### src/rtl/vdp_sprite_line_scanner.sv
`default_nettype none
// ============================================================================
// vdp_sprite_line_scanner - tests every sprite against one raster line and writes the hit list
// Revision 1.0
// ============================================================================
module vdp_sprite_line_scanner #(
   parameter int SPRITE_COUNT   = 256,
   parameter int HIT_LIST_DEPTH = 256,
   parameter int Y_WIDTH        = 9
) (
   input  logic                              clk,
   input  logic                              reset_n,
   input  logic                              restart,
   input  logic [Y_WIDTH-1:0]                render_y,
   output logic [$clog2(SPRITE_COUNT)-1:0]   sprite_test_id,
   input  logic [Y_WIDTH-1:0]                sprite_y,
   input  logic [1:0]                        height_select,
   input  logic                              flip_y,
   input  logic                              width_select_in,
   output logic                              hit_list_write_en,
   output logic [$clog2(HIT_LIST_DEPTH)-1:0] hit_list_index,
   output logic [$clog2(SPRITE_COUNT)-1:0]   sprite_id,
   output logic [5:0]                        sprite_y_intersect,
   output logic                              width_select_out,
   output logic                              finished,
   output logic                              busy,
   output logic                              overflow,
   output logic [$clog2(HIT_LIST_DEPTH)-1:0] hit_count
);

   localparam int ID_W  = $clog2(SPRITE_COUNT);
   localparam int IDX_W = $clog2(HIT_LIST_DEPTH);
   localparam int CMP_W = (Y_WIDTH > 7) ? Y_WIDTH : 7;

   localparam logic [ID_W-1:0]  ID_LAST   = ID_W'(SPRITE_COUNT - 1);
   localparam logic [IDX_W-1:0] CNT_FINAL = IDX_W'(HIT_LIST_DEPTH - 2);

   typedef enum logic [1:0] {
      ST_IDLE      = 2'd0,
      ST_SCAN      = 2'd1,
      ST_TERMINATE = 2'd2,
      ST_DONE      = 2'd3
   } state_t;

   state_t             state_q;
   logic [Y_WIDTH-1:0] render_y_q;
   logic [ID_W-1:0]    test_id_q;
   logic [ID_W-1:0]    eval_id_q;
   logic               eval_valid_q;
   logic [IDX_W-1:0]   hit_count_q;
   logic [IDX_W-1:0]   index_q;
   logic [ID_W-1:0]    sprite_id_q;
   logic [5:0]         intersect_q;
   logic               width_q;
   logic               write_en_q;
   logic               finished_q;
   logic               busy_q;
   logic               overflow_q;

   logic [Y_WIDTH-1:0] diff;
   logic [CMP_W-1:0]   diff_ext;
   logic [CMP_W-1:0]   height_ext;
   logic [6:0]         height;
   logic [5:0]         row;
   logic               hit;
   logic               last_hit;
   logic               last_sprite;

   // Evaluates the sprite whose Y arrived from the RAM this cycle; the
   // modular subtraction makes sprites straddling the Y wrap point hit.
   always_comb begin
      diff        = render_y_q - sprite_y;
      diff_ext    = CMP_W'(diff);
      height      = 7'd8 << height_select;
      height_ext  = CMP_W'(height);
      hit         = eval_valid_q && (diff_ext < height_ext);
      row         = flip_y ? (6'(height - 7'd1) - diff_ext[5:0]) : diff_ext[5:0];
      last_hit    = hit && (hit_count_q == CNT_FINAL);
      last_sprite = eval_valid_q && (eval_id_q == ID_LAST);
   end

   always_ff @(posedge clk or negedge reset_n) begin
      if (!reset_n) begin
         state_q      <= ST_IDLE;
         render_y_q   <= '0;
         test_id_q    <= '0;
         eval_id_q    <= '0;
         eval_valid_q <= 1'b0;
         hit_count_q  <= '0;
         index_q      <= '0;
         sprite_id_q  <= '0;
         intersect_q  <= '0;
         width_q      <= 1'b0;
         write_en_q   <= 1'b0;
         finished_q   <= 1'b0;
         busy_q       <= 1'b0;
         overflow_q   <= 1'b0;
      end else if (restart) begin
         // A new line always wins over any write still pending from the old one.
         state_q      <= ST_SCAN;
         render_y_q   <= render_y;
         test_id_q    <= '0;
         eval_valid_q <= 1'b0;
         hit_count_q  <= '0;
         index_q      <= '0;
         write_en_q   <= 1'b0;
         finished_q   <= 1'b0;
         busy_q       <= 1'b1;
         overflow_q   <= 1'b0;
      end else begin
         write_en_q <= 1'b0;
         finished_q <= 1'b0;
         case (state_q)
            ST_SCAN: begin
               eval_id_q    <= test_id_q;
               eval_valid_q <= 1'b1;
               if (test_id_q != ID_LAST) begin
                  test_id_q <= test_id_q + 1'b1;
               end
               if (hit) begin
                  write_en_q  <= 1'b1;
                  index_q     <= hit_count_q;
                  sprite_id_q <= eval_id_q;
                  intersect_q <= row;
                  width_q     <= width_select_in;
                  hit_count_q <= hit_count_q + 1'b1;
               end
               if (last_hit) begin
                  overflow_q <= 1'b1;
               end
               // Last free slot is reserved for the terminator, so a full list ends the scan early.
               if (last_hit || last_sprite) begin
                  state_q      <= ST_TERMINATE;
                  eval_valid_q <= 1'b0;
               end
            end
            ST_TERMINATE: begin
               write_en_q  <= 1'b1;
               finished_q  <= 1'b1;
               index_q     <= hit_count_q;
               sprite_id_q <= '0;
               intersect_q <= '0;
               width_q     <= 1'b0;
               state_q     <= ST_DONE;
            end
            ST_DONE: begin
               busy_q <= 1'b0;
            end
            default: begin
               busy_q <= 1'b0;
            end
         endcase
      end
   end

   assign sprite_test_id     = test_id_q;
   assign hit_list_write_en  = write_en_q;
   assign hit_list_index     = index_q;
   assign sprite_id          = sprite_id_q;
   assign sprite_y_intersect = intersect_q;
   assign width_select_out   = width_q;
   assign finished           = finished_q;
   assign busy               = busy_q;
   assign overflow           = overflow_q;
   assign hit_count          = hit_count_q;

endmodule
`default_nettype wire

### config.mk
export PLATFORM = sky130hd
export DESIGN_NAME = vdp_sprite_line_scanner
export DESIGN_NICKNAME = d
export VERILOG_FILES = /design/src/rtl/vdp_sprite_line_scanner.sv
export SDC_FILE = /design/constraint.sdc
export NUM_CORES = 1
export LEC_CHECK = 0
export CORE_MARGIN = 5
export CORE_UTILIZATION = 52
export CTS_CLUSTER_DIAMETER = 80
export DETAILED_ROUTE_END_ITERATION = 16
export GPL_ROUTABILITY_DRIVEN = 1
export MAX_ROUTING_LAYER = met4
export PLACE_DENSITY = 0.88
export SLEW_MARGIN = 25
export SYNTH_ARGS = -nofsm -noshare
export SYNTH_HDL_FRONTEND = slang
export SYNTH_SLANG_ARGS = --single-unit
export TNS_END_PERCENT = 50
### constraint.sdc
create_clock -name clk -period 4.3 [get_ports clk]
set_input_delay 0.86 -clock clk [delete_from_list [all_inputs] [get_ports clk]]
set_output_delay 0.86 -clock clk [all_outputs]
set_load 0.03 [all_outputs]
Yosys cells after proc, flatten, opt, wreduce, memory -nomap -nowiden:

Index checks and enable logic that the tools add are counted.

* flip-flop bits (word level): 63
* bits in latches: 0
* RAM bits: 0
* ROM bits: 0
* input port bits: 25
* output and inout port bits: 43
* word-level logic and storage cells: 81
* memories: 0

* add/subtract/negate cells: 5
* multiply operators: 0
* divide/modulo/power cells: 0
* magnitude comparators: 1
* eq/ne operators: 9
* shift operators: 1
* mux-type cells: 32
* bitwise gates (word level): 1
* reductions and logical operators: 18

Operators with widths (count)
* 2-to-1 mux 8 bit: 9
* case mux 8 bit (2 select lines): 2
* adder 8 x 1 -> 8 bit, second input constant: 2
* == test 8 bit, second input constant: 2
* 2-to-1 mux 1 bit: 13
* 2-to-1 mux 6 bit: 2
* case mux 6 bit (2 select lines): 1
* AND reduction 2 bit: 6
* nonzero test 2 bit: 5
* less-than comparator 9 x 7 -> 1 bit: 1
* subtractor 9 bit: 1
* != test 8 bit, second input constant: 1
* << shifter 4 x 2 -> 7 bit, first input constant: 1
* != test 3 bit, second input constant: 2
* subtractor 6 x 1 -> 6 bit, second input constant: 1
* subtractor 6 bit: 1
* 2-to-1 mux 2 bit: 2
* case mux 1 bit (2 select lines): 2
* case mux 2 bit (2 select lines): 1
* logical AND 1 bit: 3
* AND reduction 3 bit: 1
* nonzero test 3 bit: 1
* == test 2 x 1 -> 1 bit, second input constant: 1
* == test 2 bit, second input constant: 1
* 5 further kinds: 5

Longest topological paths before layout:

* depth after elaboration: 8
* mapped depth: 17
* gate-level depth less buffers: 15

Worst setup path before layout:

Ideal clock, no wire load.

* kind: in2reg
* start: input sprite_y[0]
* end: register sprite_id_q[0], in the netlist sprite_id[0]
* library setup time: 130 ps
* data arrival time: 3570 ps
* required time: 4170 ps
* path slack: 600 ps
* stages on the path: 15
* path buffers: 1
* cell sequence: ha_1 > inv_1 > fa_1 > a211oi_2 > nor2_1 > xor2_1 > ha_1 > o21a_1 > o21a_1 > o21ai_0 > o2111ai_1 > or2_1 > a21o_1 > buf_2 > o2bb2ai_1

* word-level cells in the longest chain between the ends: 5

Ends and longest elaborated chain
* start: declaration: line 16 `input logic [Y_WIDTH-1:0] sprite_y,`
* subtractor 9 bit: line 72 `diff = render_y_q - sprite_y;`
* less-than comparator 9 x 7 -> 1 bit: line 76 `hit = eval_valid_q && (diff_ext < height_ext);`
* logical AND 1 bit: line 76
* != test 2 bit (no source line)
* AND reduction 3 bit (no source line)
* end signal: assignment: line 123 `sprite_id_q <= eval_id_q;`
* end: declaration: line 52 `logic [ID_W-1:0] sprite_id_q;`

No other way between the ends.
A chain may end at the register's enable or synchronous reset.

Worst setup path in the final report:

* start: input sprite_y[2]
* end: register sprite_id_q[4], in the netlist sprite_id[4]

The elaborated chain is that of the path after synthesis.

==> summary.txt <==
Yosys
  • Post-synth EDFFs: 0
  • Compound-Gate Fraction of Synth Area: 0.140
  • Seq/Total Area, Yosys: 0.455
  • Mux share of post-synthesis cell area: 0.0783
  • Netlist cell types: 45
  • Cell count after synthesis: 340
  • Synthesized net count: 385
  • Most used DFF post-synth: dfrtp_1
  • Largest family of logic cells by synthesized area: simple AND/OR/NAND/NOR gates
  • Simple-gate share of the synthesized area: 0.153
  • Asr flop ratio synth: 1.00
  • Synth Warn #: 0
  • Adder-cell share of the synthesized area: 0.0765
  • Syn Area/Cell: ~10 um^2
  • Post-synthesis share of cell area spent on xor and xnor gates: 0.0556
  • #FFs+latches synth: 63
  • Syn Std Cell Area: 3470 um^2

Clock tree
  • Post-CTS setup buffer count: 0
  • Number of H-tree levels: 3
  • Root cell of the clock tree: clkbuf_8
  • CTS tree: yes
  • Clk Latency, worst-skew pair: between 0.3 and 0.4 ns
  • CTS sink cnt: 63
  • Clk pin slew, worst setup/hold paths: 0.07 ns
  • Number of CTS-inserted buffers: 9
  • Clk buf depth: 2

Worst setup path
  • Crit Path Class: input pin to register
  • Critical path peak fanout: 15
  • Required @ worst endpoint: 4.49 ns
  • CP endpoint kind: register
  • CP max stage delay: 0.45 ns
  • Top cell by count, worst path: o21ai_0
  • CP cell instances: clkdlybuf4s50_1 -> inv_1 -> ha_1 -> o21ai_0 -> a21oi_1 -> o21ai_0 -> nor3b_2 -> nor2_1 -> ha_1 -> o21a_1 -> o21ai_0 -> o2111ai_1 -> or2_1 -> a21o_1 -> o2bb2ai_1
  • Critical Path Source Type: input pin
  • Crit-path slowest cell: clkdlybuf4s50_1
  • FF-to-FF setup slack: 0.82 ns
  • Reg2Reg Depth: 15
  • R2R Path Start: render_y_q[0]
  • Reg2Reg Capture Point: sprite_id[4]
  • CP arrival: 4.30 ns

Timing
  • Fin. Hold Viols: 0
  • Fin crit share: 0.956
  • Final Max Slew Viols: 0
  • Tmin final: about 4 ns
  • Final setup margin: about 0.19 ns
  • Setup Viol. Count Final: 0
  • Peak Freq: about 240 MHz
  • Setup TNS: 0 ns
  • Worst-Margin Slew: 0.876 ns
  • Post-Route Skew: 0.00800 ns
  • Max transition margin: 0.416
  • RSZ-0062 raised after global routing: no

Hold path
  • Hold wc startpoint: width_select_out
  • Hold Crit Endpoint: width_select_out
  • Hold Path Cell Cnt: 1
  • HP Class: register to register

Pwr
  • Gate power share: 0.421
  • Switching Share: 0.379
  • Peak supply drop: between 0.3 and 0.4 mV
  • Pwr Density: 524 nW/um^2
  • Psw: 0.000884 W
  • Internal Power: approximately 0.0015 W
  • Leakage power: 1.89 nW
  • Reg power frac: 0.347
  • Clk pwr share: 0.232

Placement
  • Gpl congestion: 0.836
  • Worst slack, placed: -0.137 ns
  • Placement Cell Area: 4230 um^2
  • HPWL Detailed: 5.66 mm
  • Port Buffers: 67

Detailed routing
  • Via-per-instance ratio: about 5.6
  • Detailed Route WL: a little over 8 mm
  • Routed WL per cell: approximately 16 um
  • DRC violations left: 0
  • Via count: 2764
  • Initial DRC count: 157
  • Pre-Repair DR Iteration Count: 4
  • Antenna-violating nets left: 0

Finish
  • # diodes: 0
  • Final instance area: ~4500 um^2
  • Most frequent cells in the layout: clkdlybuf4s50_1, dfrtp_1, nor2_1
  • Fin util: 0.694
  • Most common cell after layout, fill and taps aside: clkdlybuf4s50_1
  • Nets: roughly 460
  • Layout cell share with drive strength beyond 1: 0.120
  • Synth-to-layout area growth: 28.6%

Floorplanning
  • Die height: 91.6 um
  • Die Area: 8400 um^2
  • Row Count: 29
  • Die X: just over 90 um
  • Starting Density: 0.540
  • Core Area: 6420 um^2
  • # IOs: 68

Global routing
  • Largest net degree at the start of global routing: 42
  • Overflow after GRT: 0
  • Initial antenna violation count: 0
  • First-pass GRT wire length: 13.6 mm
  • Total track usage: 0.206
  • Vias in the first global route: 2880

Run
  • Max-cap violations: 0

Status
  • Outcome: complete, no violations
[kinds of logic after synthesis]
logic type | after synthesis
AND/OR/NAND/NOR | 107
flip-flops | 63
multiplexers | 25
buffers and inverters | 35
AO/OA/AOI/OAI | 68
adder cells (fa/ha/maj) | 20
XOR/XNOR | 22
[routing by layer]
layer  vias up  wire, um  GRT usage
met3        14       348     0.0450
li1       1321         -          -
met1      1355      3620      0.259
met5         -         0          -
met2        74      4010      0.326
met4         0       126     0.0791
[Yosys cell counts (3+ instances only)]
library cell | count | area [um^2]
nor2b_1 | 16 | 100
clkbuf_1 | 8 | 30.0
nand3_1 | 5 | 25.0
nor2_1 | 35 | 131
xor2_1 | 8 | 70.1
dfrtp_1 | 63 | 1580
nand4_1 | 4 | 25.0
xnor2_1 | 14 | 123
or2_2 | 3 | 18.8
o21ai_0 | 11 | 55.1
nand2b_1 | 5 | 31.3
mux2_2 | 17 | 191
inv_1 | 22 | 82.6
nand2_1 | 22 | 82.6
nor4_1 | 5 | 31.3
o21a_1 | 5 | 37.5
nor3_1 | 4 | 20.0
ha_1 | 18 | 225
a21oi_1 | 22 | 110
o2bb2ai_1 | 15 | 131
mux2i_1 | 8 | 80.1
[sequential cells by signal, indices dropped and copies added, names as in the netlist, 2 cells and up]
signal / cells
sprite_id: 8
eval_id_q: 8
render_y_q: 9
sprite_test_id: 8
hit_count: 8
hit_list_index: 8
state_q: 2
sprite_y_intersect: 6
[layout make-up]
type	count	area, um^2
multi-input combinational	242	1760
sequential	63	1580
clock inverter	2	37.5
inverter	22	82.6
clock buffer	14	173
fill	475	1970
timing repair buffer	74	731
tap	77	96.3
[timing repair]
action                                  CTS  global route
resized for setup                         0             2
hold buffers                              0             0
hold endpoints to repair                  0             0
endpoints found under the setup margin    0            26
[worst max-delay path, delay by kind of cell]
kind,cells,cell delay [ns]
simple gates,3,0.63
compound gates,8,1.60
fa+ha+maj,2,0.71
buf+inv,2,0.49
[through the flow]
step                total power (W)  instances  hold slack, ns
global placement            0.00175        478           0.486
global route                0.00246        494           0.538
floorplan                   0.00145        340           0.468
CTS                         0.00234        494           0.515
detailed placement          0.00179        478           0.494
finish                      0.00233        494           0.509
[power by group through the flow]
stage | logic, W | registers [W] | clock network (W)
global placement | 0.000940 | 0.000813 | 0
global route | 0.00106 | 0.000830 | 0.000572
floorplan | 0.000489 | 0.000961 | 0
detailed placement | 0.000973 | 0.000819 | 0
finish | 0.000983 | 0.000809 | 0.000542
CTS | 0.000982 | 0.000808 | 0.000551
[worst max-delay path by stage]
| stage | from | end | slack [ns] | depth (start not counted) |
|---|---|---|---|---|
| 4_1_cts | sprite_y[2] | sprite_id[4] | 0.19 | 15 |
| 5_1_grt | sprite_y[2] | state_q[0] | 0.04 | 16 |
| 3_3_place_gp | sprite_y[0] | sprite_id[2] | 0.005 | 15 |
| 6_report | sprite_y[2] | sprite_id[4] | 0.19 | 15 |
| 2_1_floorplan | sprite_y[0] | sprite_id[0] | 0.60 | 15 |
| 3_5_place_dp | sprite_y[2] | sprite_id[5] | -0.14 | 15 |
Power figures use the tool's default switching activity.
